==> src/rtl/reg_file.sv <==
`default_nettype none
// ============================================================================
// Module   : reg_file
// Purpose  : 32x64 register file, two combinational read ports, one write port,
//            entry ZERO_REG hardwired to zero. Optional write-to-read bypass is
//            enabled by defining REG_FILE_WRITE_BYPASS_EN.
// Revision : 1.0 - initial release
// ============================================================================
module reg_file #(
    parameter int DATA_WIDTH = 64,
    parameter int ADDR_WIDTH = 5,
    parameter int ZERO_REG   = 31
) (
    input  logic                  clk,
    input  logic                  rst_n,
    input  logic [ADDR_WIDTH-1:0] read_reg1,
    input  logic [ADDR_WIDTH-1:0] read_reg2,
    input  logic [ADDR_WIDTH-1:0] write_reg,
    input  logic [DATA_WIDTH-1:0] write_data,
    input  logic                  reg_write,
    output logic [DATA_WIDTH-1:0] read_data1,
    output logic [DATA_WIDTH-1:0] read_data2
);

    localparam int                  c_DEPTH    = 2 ** ADDR_WIDTH;
    localparam logic [ADDR_WIDTH-1:0] c_ZERO_IDX = ADDR_WIDTH'(ZERO_REG);

    logic [DATA_WIDTH-1:0] r_regs [c_DEPTH];
    logic                  w_wr_en;
    logic [DATA_WIDTH-1:0] w_rd1;
    logic [DATA_WIDTH-1:0] w_rd2;

    // The zero entry is never written, so it stays at its reset value.
    assign w_wr_en = reg_write && (write_reg != c_ZERO_IDX);

    always_ff @(posedge clk or negedge rst_n) begin
        if (!rst_n) begin
            for (int i = 0; i < c_DEPTH; i++) begin
                r_regs[i] <= '0;
            end
        end else if (w_wr_en) begin
            r_regs[write_reg] <= write_data;
        end
    end

    always_comb begin
        w_rd1 = '0;
        w_rd2 = '0;
        if (read_reg1 != c_ZERO_IDX) begin
            w_rd1 = r_regs[read_reg1];
`ifdef REG_FILE_WRITE_BYPASS_EN
            if (w_wr_en && rst_n && (read_reg1 == write_reg)) begin
                w_rd1 = write_data;
            end
`endif
        end
        if (read_reg2 != c_ZERO_IDX) begin
            w_rd2 = r_regs[read_reg2];
`ifdef REG_FILE_WRITE_BYPASS_EN
            if (w_wr_en && rst_n && (read_reg2 == write_reg)) begin
                w_rd2 = write_data;
            end
`endif
        end
    end

    assign read_data1 = w_rd1;
    assign read_data2 = w_rd2;

endmodule
`default_nettype wire
==> config.mk <==
export PLATFORM = sky130hd
export DESIGN_NAME = reg_file
export DESIGN_NICKNAME = d
export VERILOG_FILES = /design/src/rtl/reg_file.sv
export SDC_FILE = /design/constraint.sdc
export NUM_CORES = 2
export LEC_CHECK = 0
export BUFFER_PORTS_ARGS = -buffer_cell sky130_fd_sc_hd__buf_2
export CAP_MARGIN = 20
export CORE_ASPECT_RATIO = 1.2
export CORE_MARGIN = 2
export CORE_UTILIZATION = 60
export CTS_CLUSTER_SIZE = 20
export DETAILED_ROUTE_END_ITERATION = 8
export PLACE_DENSITY = 0.77
export SKIP_LAST_GASP = 1
export SYNTH_ARGS = -nofsm -noshare
export SYNTH_HDL_FRONTEND = slang
export SYNTH_SLANG_ARGS = --single-unit
==> constraint.sdc <==
create_clock -name clk -period 4.3 [get_ports clk]
set_clock_uncertainty 0.05 [all_clocks]
set_input_delay 1.075 -clock clk [delete_from_list [all_inputs] [get_ports clk]]
set_output_delay 1.075 -clock clk [all_outputs]
set_load 0.05 [all_outputs]
# Word level (Yosys, flattened, before mapping)
# Index checks and enable logic that the tools add are counted.
classes:
  n_lt_le_gt_ge: 4
  n_eq_ne: 3
  muxes: 11
  n_bitwise: 3
  reduce_logical: 2
ops:
  columns: ["op", "count"]
  rows:
  - ["bitwise mux 2048 bit", 1]
  - ["binary-select mux 64 bit (select 5 bit)", 2]
  - ["two-way mux 64 bit", 7]
  - ["demux 64 bit (select 5 bit)", 1]
  - [">= comparator 6 bit, second input constant", 3]
  - ["NOT 5 -> 6 bit", 3]
  - ["!= test 5 bit, second input constant", 3]
  - ["< comparator 6 x 1 -> 1 bit, second input constant", 1]
  - ["logical AND 1 bit", 2]
totals:
  regBits: 2048
  word_cells: 55

# Longest topological paths before layout
logic_depth:
  ltp_word: 6
  ltp_mapped: 9
  depth_no_buf: 4

# Worst setup path before layout
# Ideal clock, no wire load.
synth_timing:
  path_kind: "input -> output"
  from: "in read_reg1[1]"
  to: "out read_data1[61]"
  t_arrival_ps: 3428
  required_ps: 3175
  path_slack_ps: -253
  stages: 8
  path_buffers: 4
  path_cell_list: "buf_4 > buf_4 > nor2_1 > buf_4 > clkbuf_1 > a22o_1 > a211oi_1 > nor3_1"
synth_between:
  elab_chain_cells: 5
  word_cells_on_any_way: 6
synth_rtl:
  columns: ["element", "line_no", "rtl"]
  rows:
  - ["from (decl)", "16", "input logic [ADDR_WIDTH-1:0] read_reg1,"]
  - ["NOT 5 -> 6 bit (not written as such)", "50", "w_rd1 = r_regs[read_reg1];"]
  - ["binary-select mux 64 bit (select 5 bit)", "50", null]
  - ["two-way mux 64 bit (not written as such) (2 in a row)", "50", null]
  - ["two-way mux 64 bit *", "49", "if (read_reg1 != c_ZERO_IDX) begin"]
  - ["to (decl)", "21", "output logic [DATA_WIDTH-1:0] read_data1,"]
# Every way passes the cells marked *; elsewhere a longest branch is shown, timed or not. The select of a mux whose other input is x is not followed.

# Worst setup path after layout
layout_timing:
  from: "in read_reg2[3]"
  to: "out read_data2[22]"
layout_between:
  elab_chain_cells: 5
  word_cells_on_any_way: 6
layout_rtl:
  columns: ["element", "line_no", "rtl"]
  rows:
  - ["from (decl)", "17", "input logic [ADDR_WIDTH-1:0] read_reg2,"]
  - ["NOT 5 -> 6 bit (not written as such)", "58", "w_rd2 = r_regs[read_reg2];"]
  - ["binary-select mux 64 bit (select 5 bit)", "58", null]
  - ["two-way mux 64 bit (not written as such) (2 in a row)", "58", null]
  - ["two-way mux 64 bit *", "57", "if (read_reg2 != c_ZERO_IDX) begin"]
  - ["to (decl)", "22", "output logic [DATA_WIDTH-1:0] read_data2"]
# Marked as above.

==> flow_summary.toml <==
[yosys]
seq_area_frac_synth = 0.475
yosys_warnings = 0
synth_top_area_cell = "dfrtp_1"
avgSynthCellArea_sq_um = 15.1
synthesis.nets = 7215
syn_area_sq_um = 108000
synth.top_cell.area_share = 0.475
yosys-top-cells-area = "dfrtp_1 (48%), mux2_2 (20%), mux4_2 (16%), mux2i_1 (4.8%), a22o_1 (2.0%)"
syn_inst = 7133
synthFlopType = "dfrtp_1"
synthDistinctLibCells = 36
ys_async_sr_fraction = 1.00
synth_edf_count = 0
synth-seq-cells = 2048

[clocking]
cts_tree = "built"
cts_sinks = 2048
path_clk_slew_ps = 60
ctsHoldBuffers = 0
max-clock-path-buffers = 3
ctsHtreeMaxLevel = 4
clockRootBuffer = "clkbuf_16"
clk_latency_ps = 870
numCtsBuffers = 205

[min_path]
holdCritPathClass = "in2async"

[setup_path]
crit_path_end_kind = "output pin"
critPathKind = "in2out"
path_max_fanout = 14
startpoint_type = "primary input"
critical_path_arrival_ps = 3300
startpoint = "read_reg2[3]"
r2r-start = "r_regs[1230]"
cp.required_ps = 3170

[route]
wl_per_cell_um = 36.9
drt_first_pass_iters = 5
drt-vias-per-instance = 7.54
vias = 75900
finalWirelength_um = 371000
ant_nets = 0
drc = 0
drt-initial-drc-count = 9815

[layout]
syn_to_final_growth_pct = 20.1
largestRegisters = "r_regs x2048"
regMostFlops = "r_regs"
fin_nets = 7623
final_cell_area_sq_um = 130000
drive_gt1_frac = 0.578
largest_register_ffs = 2048

[timing]
setup_viol = 48
drv_slew = 0
worst_pin_slew_ps = 902
fmax_ghz = 0.226
relSlewSlack = 0.398
finalCritPeriodShare = 1.03
setup_tns_ps = -2260
hold_viol_final = 0
min_period_ps = 4430
setup_ws_ps = -128
rsz0062_at_grt = "yes"

[placement]
placed_cell_area_sq_um = 117000
post-dp-hpwl_um = 218000
gp_congestion = 0.873
place_ws_ps = -801
io_buffers = 209

[run]
drv_cap = 0

[power_and_ir_drop]
pwr_density_cell_nw_per_um2 = 453
leakagePower_nw = 56.6
pwr-share-clk = 0.325
p_int_mw = 41.6
power_frac_comb = 0.235
p_switching_mw = 17.0
seq_power_share = 0.441
peakVddDrop_v = 0.000464
p_sw_frac = 0.290

[run_status]
outcome = "complete, but fails checks"
violations = "negative setup slack"

[floorplanning]
placeableCoreArea_sq_um = 179000
io_pins = 210
start_util = 0.603
die_y_um = 468
die_x_um = 391
fp-row-count = 170
die-area_sq_um = 183000

[global_route]
grt_start_max_net_pins = 144
grt_pass1_wl_um = 534000
grtUsageTotal = 0.401
overflow = 0
antenna_found_initial = 28
grt_pass1_vias = 78100
cells in the mapped netlist, drive strengths merged (4+ instances only):
cell type  count
dfrtp       2048
clkbuf       527
nand3          5
buf          332
o22ai        127
a211oi       126
mux2i        514
mux2        1984
nor2          21
a22o         252
nor3         127
nor3b          4
nor2b          4
mux4         771
nand2         19
a2111oi      126
o221ai       126
nand3b         8
power groups by stage:
stage                     sequential (mW)  combinational [mW]  clock (mW)
final                                25.8                13.8        19.0
after global routing                 26.2                14.4        19.9
after CTS                            25.6                13.1        19.1
after detailed placement             25.9                12.5           0
after global placement               25.5                12.1           0
after floorplan                      24.9                9.07           0
per-layer routing:
| metal | share of wire | track usage | vias up | wire [um] |
|---|---|---|---|---|
| met1 | 0.36 | 0.522 | 40300 | 133000 |
| met4 | 0.066 | 0.246 | 20 | 24500 |
| met2 | 0.45 | 0.595 | 5354 | 169000 |
| li1 | - | - | 28800 | - |
| met3 | 0.12 | 0.120 | 1395 | 45400 |
| met5 | 0.00036 | 0 | - | 133 |
repair_timing:
item	CTS	global route
pin swaps	23	91
resized for setup	308	268
cloned	18	13
setup endpoints to repair	111	114
buffers inserted	37	117
logic make-up (layout without fill, tap and decap cells):
logic type / after synthesis / count (layout) / share of synthesized area
buffers and inverters: 859 / 1444 / 0.0387
AND/OR/NAND/NOR: 195 / 195 / 0.00967
AO/OA/AOI/OAI: 762 / 762 / 0.0603
flip-flops: 2048 / 2048 / 0.475
other: 0 / 28 / 0
multiplexers: 3269 / 3269 / 0.416
per-stage QoR:
step / utilization / hold slack (ps) / power (mW) / std cells
floorplan: - / 395 / 34.0 / 7133
global placement: 0.656 / 330 / 37.6 / 9485
detailed placement: 0.656 / 340 / 38.4 / 9487
CTS: 0.709 / 102 / 57.8 / 9924
global route: 0.725 / 142 / 60.5 / 10100
finish: 0.725 / 134 / 58.6 / 10100
worst max-delay path, cell delays in order:
cell and delay (ps):
buf_2 230, nand3b_1 250, buf_12 250, buf_4 180
o22ai_2 190, a2111oi_4 90, buf_4 150, nor3_4 520
buf_6 190, buf_6 150
final cells by class:
type,count,area (sq um)
well taps,2322,2910
clock buffers,288,6000
fillers,10700,49100
clock inverters,96,1140
diodes,28,70.1
flip-flops and latches,2048,51200
repair buffers,1060,12800
multi-input cells,4226,55400
cells in the final DEF (no fill, tap or decap), types with 13 or more instances in the layout:
master / count
a211oi_1: 62
a211oi_2: 61
buf_12: 278
nor3_4: 35
clkbuf_1: 31
clkbuf_8: 50
o22ai_1: 120
nor2_4: 18
buf_16: 38
a2111oi_4: 76
buf_6: 53
a22o_1: 249
buf_8: 23
mux2i_1: 514
mux2_2: 1916
buf_4: 552
clkinv_2: 50
o221ai_1: 123
mux4_2: 771
dfrtp_1: 2048
diode_2: 28
buf_2: 86
nor3_1: 13
clkbuf_16: 221
nor3_2: 79
mux2_1: 68
bufinv_16: 20
a2111oi_2: 45
worst paths after layout:
kind	to	slack, ps	depth (start not counted)
hold / removal	r_regs[1664]	130	1
setup / recovery	read_data2[22]	-130	10
min in group clk	r_regs[43]	360	0
hold reg to reg	r_regs[43]	360	0
setup reg to reg	r_regs[1230]	3400	1
max in group asynchronous	r_regs[817]	2750	2
(Power assumes the default switching activity.)
